File: src/rtl/data_mem_ctrl.sv
// Load/store sequencer between the CPU datapath and a small data memory.
// Accepts one request per valid/ready handshake, drives the memory control
// lines for LOAD, STORE, read-modify-write ADD and multi-word FILL, and
// returns a single-cycle response pulse when each request completes.
module data_mem_ctrl #(
  parameter int AW = 4,
  parameter int DW = 8
) (
  input  logic          clk,
  input  logic          rst_n,
  input  logic          req_valid,
  output logic          req_ready,
  input  logic [1:0]    req_op,
  input  logic [AW-1:0] req_addr,
  input  logic [DW-1:0] req_data,
  input  logic [AW-1:0] req_len,
  output logic          rsp_valid,
  output logic [DW-1:0] rsp_data,
  output logic          rsp_carry,
  output logic          mem_en,
  output logic          mem_wen,
  output logic [AW-1:0] mem_addr,
  output logic [DW-1:0] mem_wdata,
  input  logic [DW-1:0] mem_rdata
);

  localparam logic [2:0] S_IDLE   = 3'd0;
  localparam logic [2:0] S_RD     = 3'd1;
  localparam logic [2:0] S_WR     = 3'd2;
  localparam logic [2:0] S_RMW_WR = 3'd3;
  localparam logic [2:0] S_FILL   = 3'd4;

  localparam logic [1:0] OP_LOAD  = 2'b00;
  localparam logic [1:0] OP_STORE = 2'b01;
  localparam logic [1:0] OP_ADD   = 2'b10;
  localparam logic [1:0] OP_FILL  = 2'b11;

  logic [2:0]    state;
  logic [1:0]    op_q;
  logic [AW-1:0] addr_q;
  logic [AW-1:0] cnt_q;
  logic [DW-1:0] data_q;
  logic [DW-1:0] temp_q;
  logic [DW:0]   sum;

  // Old value plus addend, one extra bit to expose the carry out.
  assign sum = {1'b0, temp_q} + {1'b0, data_q};

  // Handshake and memory controls are pure decodes of the current state.
  assign req_ready = (state == S_IDLE);
  assign mem_en    = (state == S_RD) || (state == S_WR) ||
                     (state == S_RMW_WR) || (state == S_FILL);
  assign mem_wen   = (state == S_WR) || (state == S_RMW_WR) || (state == S_FILL);
  assign mem_addr  = addr_q;
  assign mem_wdata = (state == S_RMW_WR) ? sum[DW-1:0] : data_q;

  // Sequencer: request latch, per-op state walk and response generation.
  always_ff @(posedge clk or negedge rst_n) begin
    if (!rst_n) begin
      // NOTE: every register here is a handful of flops, not a memory array,
      // so all of them get a reset value; the controlled memory itself keeps
      // its contents across reset.
      state     <= S_IDLE;
      op_q      <= OP_LOAD;
      addr_q    <= '0;
      cnt_q     <= '0;
      data_q    <= '0;
      temp_q    <= '0;
      rsp_valid <= 1'b0;
      rsp_data  <= '0;
      rsp_carry <= 1'b0;
    end else begin
      // NOTE: non-blocking assignments throughout so every register samples
      // the pre-edge values, independent of statement order.
      rsp_valid <= 1'b0;
      case (state)
        S_IDLE: begin
          if (req_valid) begin
            op_q   <= req_op;
            addr_q <= req_addr;
            data_q <= req_data;
            cnt_q  <= req_len;
            case (req_op)
              OP_LOAD:  state <= S_RD;
              OP_STORE: state <= S_WR;
              OP_ADD:   state <= S_RD;
              default:  state <= S_FILL;
            endcase
          end
        end
        S_RD: begin
          if (op_q == OP_ADD) begin
            temp_q <= mem_rdata;
            state  <= S_RMW_WR;
          end else begin
            rsp_data  <= mem_rdata;
            rsp_carry <= 1'b0;
            rsp_valid <= 1'b1;
            state     <= S_IDLE;
          end
        end
        S_WR: begin
          rsp_data  <= data_q;
          rsp_carry <= 1'b0;
          rsp_valid <= 1'b1;
          state     <= S_IDLE;
        end
        S_RMW_WR: begin
          rsp_data  <= temp_q;
          rsp_carry <= sum[DW];
          rsp_valid <= 1'b1;
          state     <= S_IDLE;
        end
        S_FILL: begin
          // Address wraps naturally at 2^AW; count 0 marks the last write.
          addr_q <= addr_q + AW'(1);
          cnt_q  <= cnt_q - AW'(1);
          if (cnt_q == '0) begin
            rsp_data  <= data_q;
            rsp_carry <= 1'b0;
            rsp_valid <= 1'b1;
            state     <= S_IDLE;
          end
        end
        default: state <= S_IDLE;
      endcase
    end
  end

endmodule

File: config.mk
export PLATFORM = sky130hd
export DESIGN_NAME = data_mem_ctrl
export DESIGN_NICKNAME = d
export VERILOG_FILES = /design/src/rtl/data_mem_ctrl.sv
export SDC_FILE = /design/constraint.sdc
export NUM_CORES = 1
export LEC_CHECK = 0
export ABC_AREA = 1
export ABC_CLOCK_PERIOD_IN_PS = 4920
export BUFFER_PORTS_ARGS = -buffer_cell sky130_fd_sc_hd__buf_2
export CAP_MARGIN = 20
export CORE_MARGIN = 4
export CORE_UTILIZATION = 40
export DETAILED_ROUTE_END_ITERATION = 10
export GPL_ROUTABILITY_DRIVEN = 0
export PLACE_DENSITY = 0.67
export SLEW_MARGIN = 20
export SYNTH_ARGS = -nofsm -noshare
export SYNTH_HDL_FRONTEND = slang
export SYNTH_SLANG_ARGS = --single-unit
export TNS_END_PERCENT = 20
File: constraint.sdc
create_clock -name clk -period 4.92 [get_ports clk]
set_input_delay 0.984 -clock clk [delete_from_list [all_inputs] [get_ports clk]]
set_output_delay 0.984 -clock clk [all_outputs]
set_load 0.005 [all_outputs]
Yosys cells after proc, flatten, opt, wreduce, memory -nomap -nowiden
Index checks and enable logic that the tools add are counted.
Widths: inputs -> output; s select.
{"block": "word_totals", "reg_bits": 39, "in_bits": 29, "word_cells": 58}
{"block": "classes", "addsub": 3, "eq_ne": 10, "n_mux": 19, "reduce_logical": 17}
{"cell": "$pmux 8 s4", "n": 1}
{"cell": "$mux 8", "n": 3}
{"cell": "$pmux 4 s2", "n": 2}
{"cell": "$add 8x8->9", "n": 1}
{"cell": "$pmux 3 s3", "n": 1}
{"cell": "$mux 4", "n": 2}
{"cell": "$reduce_and 2->1", "n": 4}
{"cell": "$eq 3x2->1 const B", "n": 2}
{"cell": "$mux 3", "n": 2}
{"cell": "$pmux 3 s2", "n": 1}
{"cell": "$logic_or 1x1->1", "n": 5}
{"cell": "$add 4x1->4 const B", "n": 1}
{"cell": "$eq 2x2->1 const B", "n": 2}
{"cell": "$logic_not 4->1", "n": 1}
{"cell": "$mux 1", "n": 4}
{"cell": "$ne 2x2->1 const B", "n": 2}
{"cell": "$pmux 1 s4", "n": 1}
{"cell": "$reduce_bool 4->1", "n": 1}
{"cell": "$reduce_or 2->1", "n": 2}
{"cell": "$sub 4x1->4 const B", "n": 1}
{"cell": "$eq 3x1->1 const B", "n": 1}
{"cell": "$eq 3x3->1 const B", "n": 1}
{"cell": "$logic_not 3->1", "n": 1}
{"cell": "$pmux 1 s3", "n": 1}
{"cell": "other kinds (6)", "n": 6}

Depth between registers and ports, before layout
Gate-level depths: netlist (run 1).
{"block": "logic_depth", "ltp_word": 5, "ltp_mapped": 11, "ltp_nobuf": 11}

Worst setup path before layout (run 1)
OpenSTA, ideal clock, no wires.
{"block": "synth_path", "kind": "flip-flop to output port", "from": "reg data_q[3]", "to": "out mem_wdata[4]", "arrival_ns": 1.447, "required_ns": 3.936, "setup_slack_ns": 2.489, "stages_incl_launch_ff": 7, "n_path_buf": 0, "path_cell_list": "dfrtp_1 -> ha_1 -> or2_2 -> and2_1 -> or2_0 -> nand3_1 -> nand2_1"}
{"block": "synth_between", "elab_chain_cells": 2}
{"item": "start, declared", "line": "42", "text": "logic [DW-1:0] data_q;"}
{"item": "start signal, assigned", "line": "81", "text": "data_q <= req_data;"}
{"item": "$add 8x8->9", "line": "47", "text": "assign sum = {1'b0, temp_q} + {1'b0, data_q};"}
{"item": "$mux 8", "line": "55", "text": "assign mem_wdata = (state == S_RMW_WR) ? sum[DW-1:0] : data_q;"}
{"item": "end, declared", "line": "23", "text": "output logic [DW-1:0] mem_wdata,"}
No other way between the ends.

Worst setup path in the final report (run 1)
{"block": "layout_path", "from": "reg data_q[0]", "to": "out mem_wdata[6]"}
The elaborated chain is that of the path after synthesis.

==> results of run 1 <==
power by group:
part / internal, mW / total, mW / switching [mW]
clock network: 0.0970 / 0.212 / 0.115
logic: 0.431 / 1.11 / 0.677
registers: 0.478 / 0.614 / 0.136
cell families (layout without fill, tap and decap cells):
logic type	count (synthesis)	count (layout)	synth area share
DFF	39	39	0.408
xor gates and xnor gates	3	3	0.0110
AOI/OAI and AO/OA	27	27	0.0601
and+or+nand+nor	207	207	0.399
buffers and inverters	30	84	0.0612
adders and majority gates	11	11	0.0607
layout by cell type (no fill, tap or decap), types with 2 or more instances in the layout:
master      n
nand2_1   124
buf_2      53
nand3_1    50
dfrtp_1    39
inv_1      20
o21ai_0    15
nor2_1     12
ha_1       10
a21oi_1     7
clkbuf_8    5
nand2_2     4
nand2_4     4
inv_2       3
nand3b_1    3
nor2_4      2
or2_2       2
xor2_1      2
o211ai_1    2
through the flow:
step	area [um^2]	std cells	hold slack [ns]	setup WS, ns	utilization
5_1_grt	2780	443	0.533	1.73	0.492
3_3_place_gp	2690	436	0.479	2.31	0.477
6_report	2780	443	0.503	1.90	0.492
3_5_place_dp	2690	436	0.489	2.25	0.477
2_1_floorplan	2390	317	0.459	2.49	-
4_1_cts	2780	443	0.509	1.91	0.492
state kept, by name (all words and copies together) (netlist names):
| name | flops |
|---|---|
| rsp_data | 8 |
| rsp_carry | 1 |
| data_q | 8 |
| cnt_q | 4 |
| state | 3 |
| temp_q | 8 |
| mem_addr | 4 |
| rsp_valid | 1 |
| op_q | 2 |
worst max-delay path by stage:
stage	startpoint	to	slack, ns	depth (start not counted)
floorplan	data_q[3]$_DFFE_PN0P_	mem_wdata[4]	2.49	6
global placement	data_q[0]$_DFFE_PN0P_	mem_wdata[6]	2.31	12
detailed placement	data_q[0]$_DFFE_PN0P_	mem_wdata[6]	2.25	12
CTS	data_q[0]$_DFFE_PN0P_	mem_wdata[6]	1.91	12
global route	data_q[0]$_DFFE_PN0P_	mem_wdata[6]	1.73	12
finish	data_q[0]$_DFFE_PN0P_	mem_wdata[6]	1.90	12
area by class of cell:
cell class | count | share of cell area
repair buffers | 53 | 0.0955
clock buffers | 5 | 0.0248
multi-input cells | 248 | 0.457
inverters | 24 | 0.0333
well taps | 72 | 0.0324
flip-flops and latches | 39 | 0.352
clock inverters | 2 | 0.00496
worst max-delay path: cells and delay by family, from the launching register on:
family | cells | cell delay (ns)
adders and majority gates | 2 | 0.59
and+or+nand+nor | 7 | 0.50
DFF | 1 | 0.40
buffers and inverters | 3 | 0.25
layer usage:
layer,vias up,share of wire,global-route usage
met5,-,0,0
met4,0,0.013,0.0489
met3,8,0.072,0.0437
met2,70,0.43,0.256
met1,1023,0.48,0.252
li1,1137,-,-
==> reports/qor.csv, run 1 <==
metric,value,unit
run_status,completed,
grt.total_usage,0.174,
synth_area,2390,um^2
min_from,op_q[1]$_DFFE_PN0P_,
rsz0062_at_grt,no,
ys_seq_area_frac,0.408,
maxCapViolations,0,
netlist_top_cells_count,"nand2_1 (124), nand3_1 (50), dfrtp_1 (39)",
ys_async_sr_fraction,1.00,
layout_worst_path_cycle_share,0.613,
slew_viol_final,0,
yosysTopAreaCellShare,0.408,
p_total,1.93,mW
seq_area,976,um^2
path_cells,ha_1 -> inv_1 -> fa_1 -> inv_1 -> nand2_1 -> nand2_1 -> nand3_1 -> nand2_1 -> nand2_1 -> nand3_1 -> nand2_1 -> buf_2,
slowest_stage,fa_1,
yosys_warnings,0,
worstReg2RegStart,state[1]$_DFFE_PN0P_,
multiInputGateArea,1270,um^2
power.density,697,nW/um^2
fin_tns_setup,0,ns
crit_path_max_incr_delay,0.41,ns
cts-root-buf,clkbuf_8,
dp_hpwl,4480,um
critPathRequiredTime,3.94,ns
grt_max_degree,40,
antenna_found_initial,0,
nFillCells,581,
critPathCaptureType,primary output,
portBuffers,53,
cts_max_path_buffers,2,
start_util,0.424,
avgSynthCellArea,7.55,um^2
cts_tree,done,
ios,54,
wirelength,6000,um
grt_pass1_vias,2069,
cts_resized,0,
numCtsBuffers,5,
ys_ff_latch,39,
core.rowCount,27,
drive_gt1_frac,0.213,
post_synth_num_cell_types,31,
grt_pass1_wl,10200,um
cts_hold_buffers,0,
post_cts_buffers,0,
vias,2238,
die_x,85.3,um
synth_most_common_cell,nand2_1,
whs_endpoint,op_q[1]$_DFFE_PN0P_,
die_y,85.3,um
worstSetupStartpointType,flop,
worstSkewPairLatency,0.29,ns
cts.htree.levels,2,
fin_skew,0.0109,ns
fmax,0.332,GHz
cp_max_fo,4,
nNetsFinal,411,
synth-edff-count,0,
clock_sinks,39,
overflow,0,
r2r_slack,2.93,ns
ant_nets,0,
drtPass1Iterations,4,
drt_iter0_drc,112,
yosysTopAreaCell,dfrtp_1,
dieArea,7280,um^2
period_needed,3.02,ns
min_path_cells,2,
hold_violations,0,
yosys-top-cells-area,"dfrtp_1 (41%), nand2_1 (19%), nand3_1 (10%)",
ir_drop,0.271,mV
setup_viol,0,
r2r_end,temp_q[5]$_DFFE_PN0P_,
worstMarginPinSlew,0.911,ns
syn-num-nets,357,
clk_pin_slew,0.08,ns
core_region_area,5640,um^2
wire_per_inst,13.5,um
cp_common_cell,nand2_1,
hold_class,reg -> reg,
synth_flop_cell,dfrtp_1,
r2r_cells,6,
p_leak,1.53,nW
syn_inst,317,
via_per_inst,5.05,
drc,0,
critPathArrivalTime,2.03,ns
critical_path_class,reg -> out,
diodes,0,
area_growth,16.1,%
slew_headroom,0.393,
(Power assumes the default switching activity.)
==> run 2, diff against run 1 <==
--- a/config.mk
+++ b/config.mk
@@ -6,14 +6,14 @@
 export NUM_CORES = 1
 export LEC_CHECK = 0
 export ABC_AREA = 1
-export ABC_CLOCK_PERIOD_IN_PS = 4920
+export ABC_CLOCK_PERIOD_IN_PS = 2740
 export BUFFER_PORTS_ARGS = -buffer_cell sky130_fd_sc_hd__buf_2
 export CAP_MARGIN = 20
 export CORE_MARGIN = 4
 export CORE_UTILIZATION = 40
 export DETAILED_ROUTE_END_ITERATION = 10
 export GPL_ROUTABILITY_DRIVEN = 0
-export PLACE_DENSITY = 0.67
+export PLACE_DENSITY = 0.69
 export SLEW_MARGIN = 20
 export SYNTH_ARGS = -nofsm -noshare
 export SYNTH_HDL_FRONTEND = slang
==> constraint.sdc (replaced) <==
create_clock -name clk -period 2.74 [get_ports clk]
set_input_delay 0.548 -clock clk [delete_from_list [all_inputs] [get_ports clk]]
set_output_delay 0.548 -clock clk [all_outputs]
set_load 0.005 [all_outputs]
==> reports/qor.csv, run 2 (synthesized netlist as in run 1, its figures left out) <==
metric,value,unit
run_status,completed,
start_util,0.424,
cts_max_path_buffers,2,
r2r_slack,0.99,ns
numCtsBuffers,5,
portBuffers,53,
cts.htree.levels,2,
path_cells,ha_1 -> inv_1 -> fa_1 -> inv_1 -> nand2_1 -> nand2_1 -> nand3_1 -> nand2_1 -> nand2_1 -> nand3_1 -> nand2_1 -> buf_2,
dieArea,7280,um^2
layout_worst_path_cycle_share,0.931,
cts_tree,done,
die_y,85.3,um
pwr-share-comb,0.558,
core.rowCount,27,
critPathRequiredTime,2.19,ns
cts_hold_buffers,0,
drive_gt1_frac,0.212,
fin_skew,0.00598,ns
worstMarginPinSlew,0.875,ns
slew_viol_final,0,
cp_common_cell,nand2_1,
grt_pass1_wl,10100,um
die_x,85.3,um
p_int,1.90,mW
clock_sinks,39,
ant_nets,0,
diodes,0,
grt.total_usage,0.173,
hold_violations,0,
critPathCaptureType,primary output,
clk_pin_slew,0.07,ns
worstSetupStartpoint,data_q[0]$_DFFE_PN0P_,
power.density,1270,nW/um^2
post_cts_buffers,0,
reg_top3,"data_q: 8 flops, rsp_data: 8 flops, temp_q: 8 flops",
clkPwrFrac,0.130,
drtPass1Iterations,4,
period_needed,2.55,ns
setup_viol,0,
fin_tns_setup,0,ns
worstSetupStartpointType,flop,
p_leak,1.54,nW
pwr-share-seq,0.312,
via_per_inst,5.11,
wirelength,6060,um
crit_path_max_incr_delay,0.40,ns
vias,2270,
slew_headroom,0.417,
grt_pass1_vias,2109,
critical_path_class,reg -> out,
cts_resized,0,
nFillCells,589,
area_growth,17.2,%
fmax,0.392,GHz
critPathArrivalTime,2.00,ns
cts-root-buf,clkbuf_8,
dp_hpwl,4590,um
grt_max_degree,40,
hold_class,in -> async,
hold-worst-slack,0.373,ns
worstReg2RegStart,data_q[0]$_DFFE_PN0P_,
layout_common_cells,"nand2_1 (124), buf_2 (53), nand3_1 (50)",
slowest_stage,dfrtp_1,
cp_max_fo,4,
drt_iter0_drc,158,
overflow,0,
drc,0,
crit_buf_inv,3,
ir_drop,0.489,mV
wire_per_inst,13.7,um
ios,54,
core_region_area,5640,um^2
antenna_found_initial,0,
nNetsFinal,412,
maxCapViolations,0,
rsz0062_at_grt,no,
critical-path-top-delay-family,adder cells,
p_sw,1.66,mW
final_common_cell,nand2_1,
worstSkewPairLatency,0.29,ns
netSwitchingFraction,0.466,
[run 2: cell types whose count changed in the layout (fill, tap and decap cells not counted)]
cell       before  now
buf_4           0    1
bufinv_16       0    1
clkbuf_1        0    1
clkinv_2        1    0
clkinv_4        1    0
[run 2: final timing paths]
check                      depth (start not counted)                       to
max in group asynchronous                          1    data_q[0]$_DFFE_PN0P_
setup reg to reg                                  10    rsp_carry$_DFFE_PN0P_
hold / removal                                     1  rsp_data[5]$_DFFE_PN0P_
hold reg to reg                                    2      op_q[1]$_DFFE_PN0P_
min in group clk                                   3    data_q[2]$_DFFE_PN0P_
setup / recovery                                  12             mem_wdata[6]
[run 2: layer usage]
metal	vias to the layer above	global-route usage	share of wire
met4	0	0.0388	0.0097
met2	62	0.285	0.48
met1	1065	0.228	0.44
met3	7	0.0447	0.064
li1	1136	-	-
met5	-	0	0
[run 2: worst register-to-register path, delay by kind of cell (launching register included)]
family | cells | cell delay [ns]
flops | 1 | 0.40
simple gates | 5 | 0.46
compound gates | 1 | 0.11
fa+ha+maj | 2 | 0.58
buf+inv | 2 | 0.13
[run 2: layout make-up]
class                      instances  area, um^2  area share
multi-input combinational        248        1270       0.453
sequential                        39         976       0.348
timing repair buffer              54         273      0.0973
inverter                          24        92.6      0.0330
tap                               72        90.1      0.0321
clock buffer                       6        72.6      0.0259
clock inverter                     1        30.0      0.0107
[run 2: power groups by stage]
stage / clock network (mW) / registers (mW) / logic [mW]
after global routing: 0.499 / 1.15 / 2.30
after floorplan: 0 / 1.06 / 1.49
final: 0.462 / 1.11 / 1.98
after detailed placement: 0 / 1.12 / 2.00
after CTS: 0.472 / 1.11 / 2.01
after global placement: 0 / 1.10 / 1.95
[run 2: stage by stage]
step                 util  total power [mW]  setup WS (ns)  instance area, um^2  cells
CTS                 0.497              3.59          0.186                 2800    444
global route        0.497              3.94         0.0279                 2800    444
finish              0.497              3.55          0.188                 2800    444
floorplan               -              2.55          0.745                 2390    317
detailed placement  0.479              3.12          0.520                 2700    437
global placement    0.479              3.06          0.572                 2700    437
==> run 3, diff against run 2 <==
--- a/config.mk
+++ b/config.mk
@@ -14,6 +14,7 @@
 export DETAILED_ROUTE_END_ITERATION = 10
 export GPL_ROUTABILITY_DRIVEN = 0
 export PLACE_DENSITY = 0.69
+export REMOVE_ABC_BUFFERS = 1
 export SLEW_MARGIN = 20
 export SYNTH_ARGS = -nofsm -noshare
 export SYNTH_HDL_FRONTEND = slang
==> reports/qor.csv, run 3 (synthesized netlist as in run 1, its figures left out) <==
metric,value,unit
cts_resized,0,
core.rowCount,27,
run_status,completed,
fin_tns_setup,0,ns
layout_worst_path_cycle_share,0.928,
ant_nets,0,
clock_sinks,39,
worstSetupStartpointType,flop,
layout_common_cells,"nand2_1 (124), buf_2 (53), nand3_1 (50)",
cts_tree,done,
path_cells,ha_1 -> inv_1 -> fa_1 -> inv_1 -> nand2_1 -> nand2_1 -> nand3_1 -> nand2_1 -> nand2_1 -> nand3_1 -> nand2_1 -> buf_2,
drc,0,
vias,2247,
drive_gt1_frac,0.217,
setup_viol,0,
nFillCells,570,
critPathArrivalTime,2.00,ns
numCtsBuffers,5,
wire_per_inst,13.3,um
die_x,85.3,um
critical_path_class,reg -> out,
grt.total_usage,0.173,
diodes,0,
period_needed,2.54,ns
slew_viol_final,0,
clk_pin_slew,0.08,ns
ios,54,
p_total,3.67,mW
cp_num_cells,12,
p_leak,1.56,nW
crit_path_max_incr_delay,0.40,ns
rsz0062_at_grt,no,
crit_buf_inv,3,
final_common_cell,nand2_1,
critPathRequiredTime,2.19,ns
grt_max_degree,40,
die_y,85.3,um
start_util,0.424,
dp_hpwl,4400,um
r2r_cells,10,
ir_drop,0.803,mV
drtPass1Iterations,4,
hold_violations,0,
grt_pass1_vias,2207,
worstSkewPairLatency,0.29,ns
cp_max_fo,4,
power.density,1290,nW/um^2
grt_pass1_wl,10100,um
slew_headroom,0.409,
maxCapViolations,0,
worstReg2RegStart,data_q[0]$_DFFE_PN0P_,
cp_common_cell,nand2_1,
antenna_found_initial,0,
cp-endpoint,mem_wdata[6],
critical-path-top-delay-family,adder cells,
reg_top3,"data_q: 8 flops, rsp_data: 8 flops, temp_q: 8 flops",
r2r_end,rsp_carry$_DFFE_PN0P_,
cts_hold_buffers,0,
hold-worst-slack,0.372,ns
area_growth,18.8,%
wl_met2,2750,um
portBuffers,53,
dieArea,7280,um^2
cts.htree.levels,2,
setup_slack,0.197,ns
post_cts_buffers,0,
r2r_slack,1.06,ns
m1WireLength,2670,um
place_ws,0.500,ns
met3_length,437,um
core_region_area,5640,um^2
overflow,0,
fin_skew,0.0111,ns
nNetsFinal,413,
drt_iter0_drc,191,
highest_layer,met4,
cts-root-buf,clkbuf_8,
hold_class,in -> async,
worstMarginPinSlew,0.886,ns
via_per_inst,5.04,
worstSetupStartpoint,data_q[0]$_DFFE_PN0P_,
wirelength,5920,um
slowest_stage,fa_1,
critPathCaptureType,primary output,
fmax,0.393,GHz
cts_max_path_buffers,2,
## run 3: stage by stage
| step | cell area (um^2) | util | instances |
|---|---|---|---|
| after floorplan | 2340 | - | 311 |
| after global placement | 2700 | 0.479 | 437 |
| after detailed placement | 2700 | 0.479 | 437 |
| after CTS | 2830 | 0.502 | 445 |
| after global routing | 2840 | 0.504 | 446 |
| final | 2840 | 0.504 | 446 |
## run 3: area by class of cell
type,instances,area (um^2),share of cell area
Tap cell,72,90.1,0.0317
Clock inverter,2,60.1,0.0211
Multi-Input combinational cell,248,1270,0.447
Sequential cell,39,976,0.343
Clock buffer,6,72.6,0.0255
Timing Repair Buffer,55,280,0.0986
Inverter,24,92.6,0.0326
## run 3: power breakdown
part / switching (mW) / internal (mW) / total, mW
logic: 1.23 / 0.783 / 2.01
clock network: 0.203 / 0.364 / 0.567
registers: 0.238 / 0.859 / 1.10
total: 1.67 / 2.01 / 3.67
## run 3: layer usage
layer / GRT usage / vias up
met5: 0 / -
met2: 0.281 / 69
met3: 0.0592 / 6
met1: 0.220 / 1031
met4: 0.0460 / 0
li1: - / 1141
## run 3: worst reg2reg max path, delay by kind of cell, from the launching register on
| kind | cells | cell delay, ns |
|---|---|---|
| AO/OA/AOI/OAI | 1 | 0.09 |
| adder cells (fa/ha/maj) | 2 | 0.59 |
| buffers and inverters | 2 | 0.13 |
| flip-flops | 1 | 0.39 |
| AND/OR/NAND/NOR | 5 | 0.44 |
## run 3: worst min path at each step
stage / start / end / cells after the start
5_1_grt: rst_n / cnt_q[1]$_DFFE_PN0P_ / 1
3_5_place_dp: op_q[1]$_DFFE_PN0P_ / op_q[1]$_DFFE_PN0P_ / 2
4_1_cts: rst_n / cnt_q[1]$_DFFE_PN0P_ / 1
3_3_place_gp: op_q[1]$_DFFE_PN0P_ / op_q[1]$_DFFE_PN0P_ / 2
6_report: rst_n / cnt_q[1]$_DFFE_PN0P_ / 1
2_1_floorplan: rst_n / cnt_q[0]$_DFFE_PN0P_ / 0
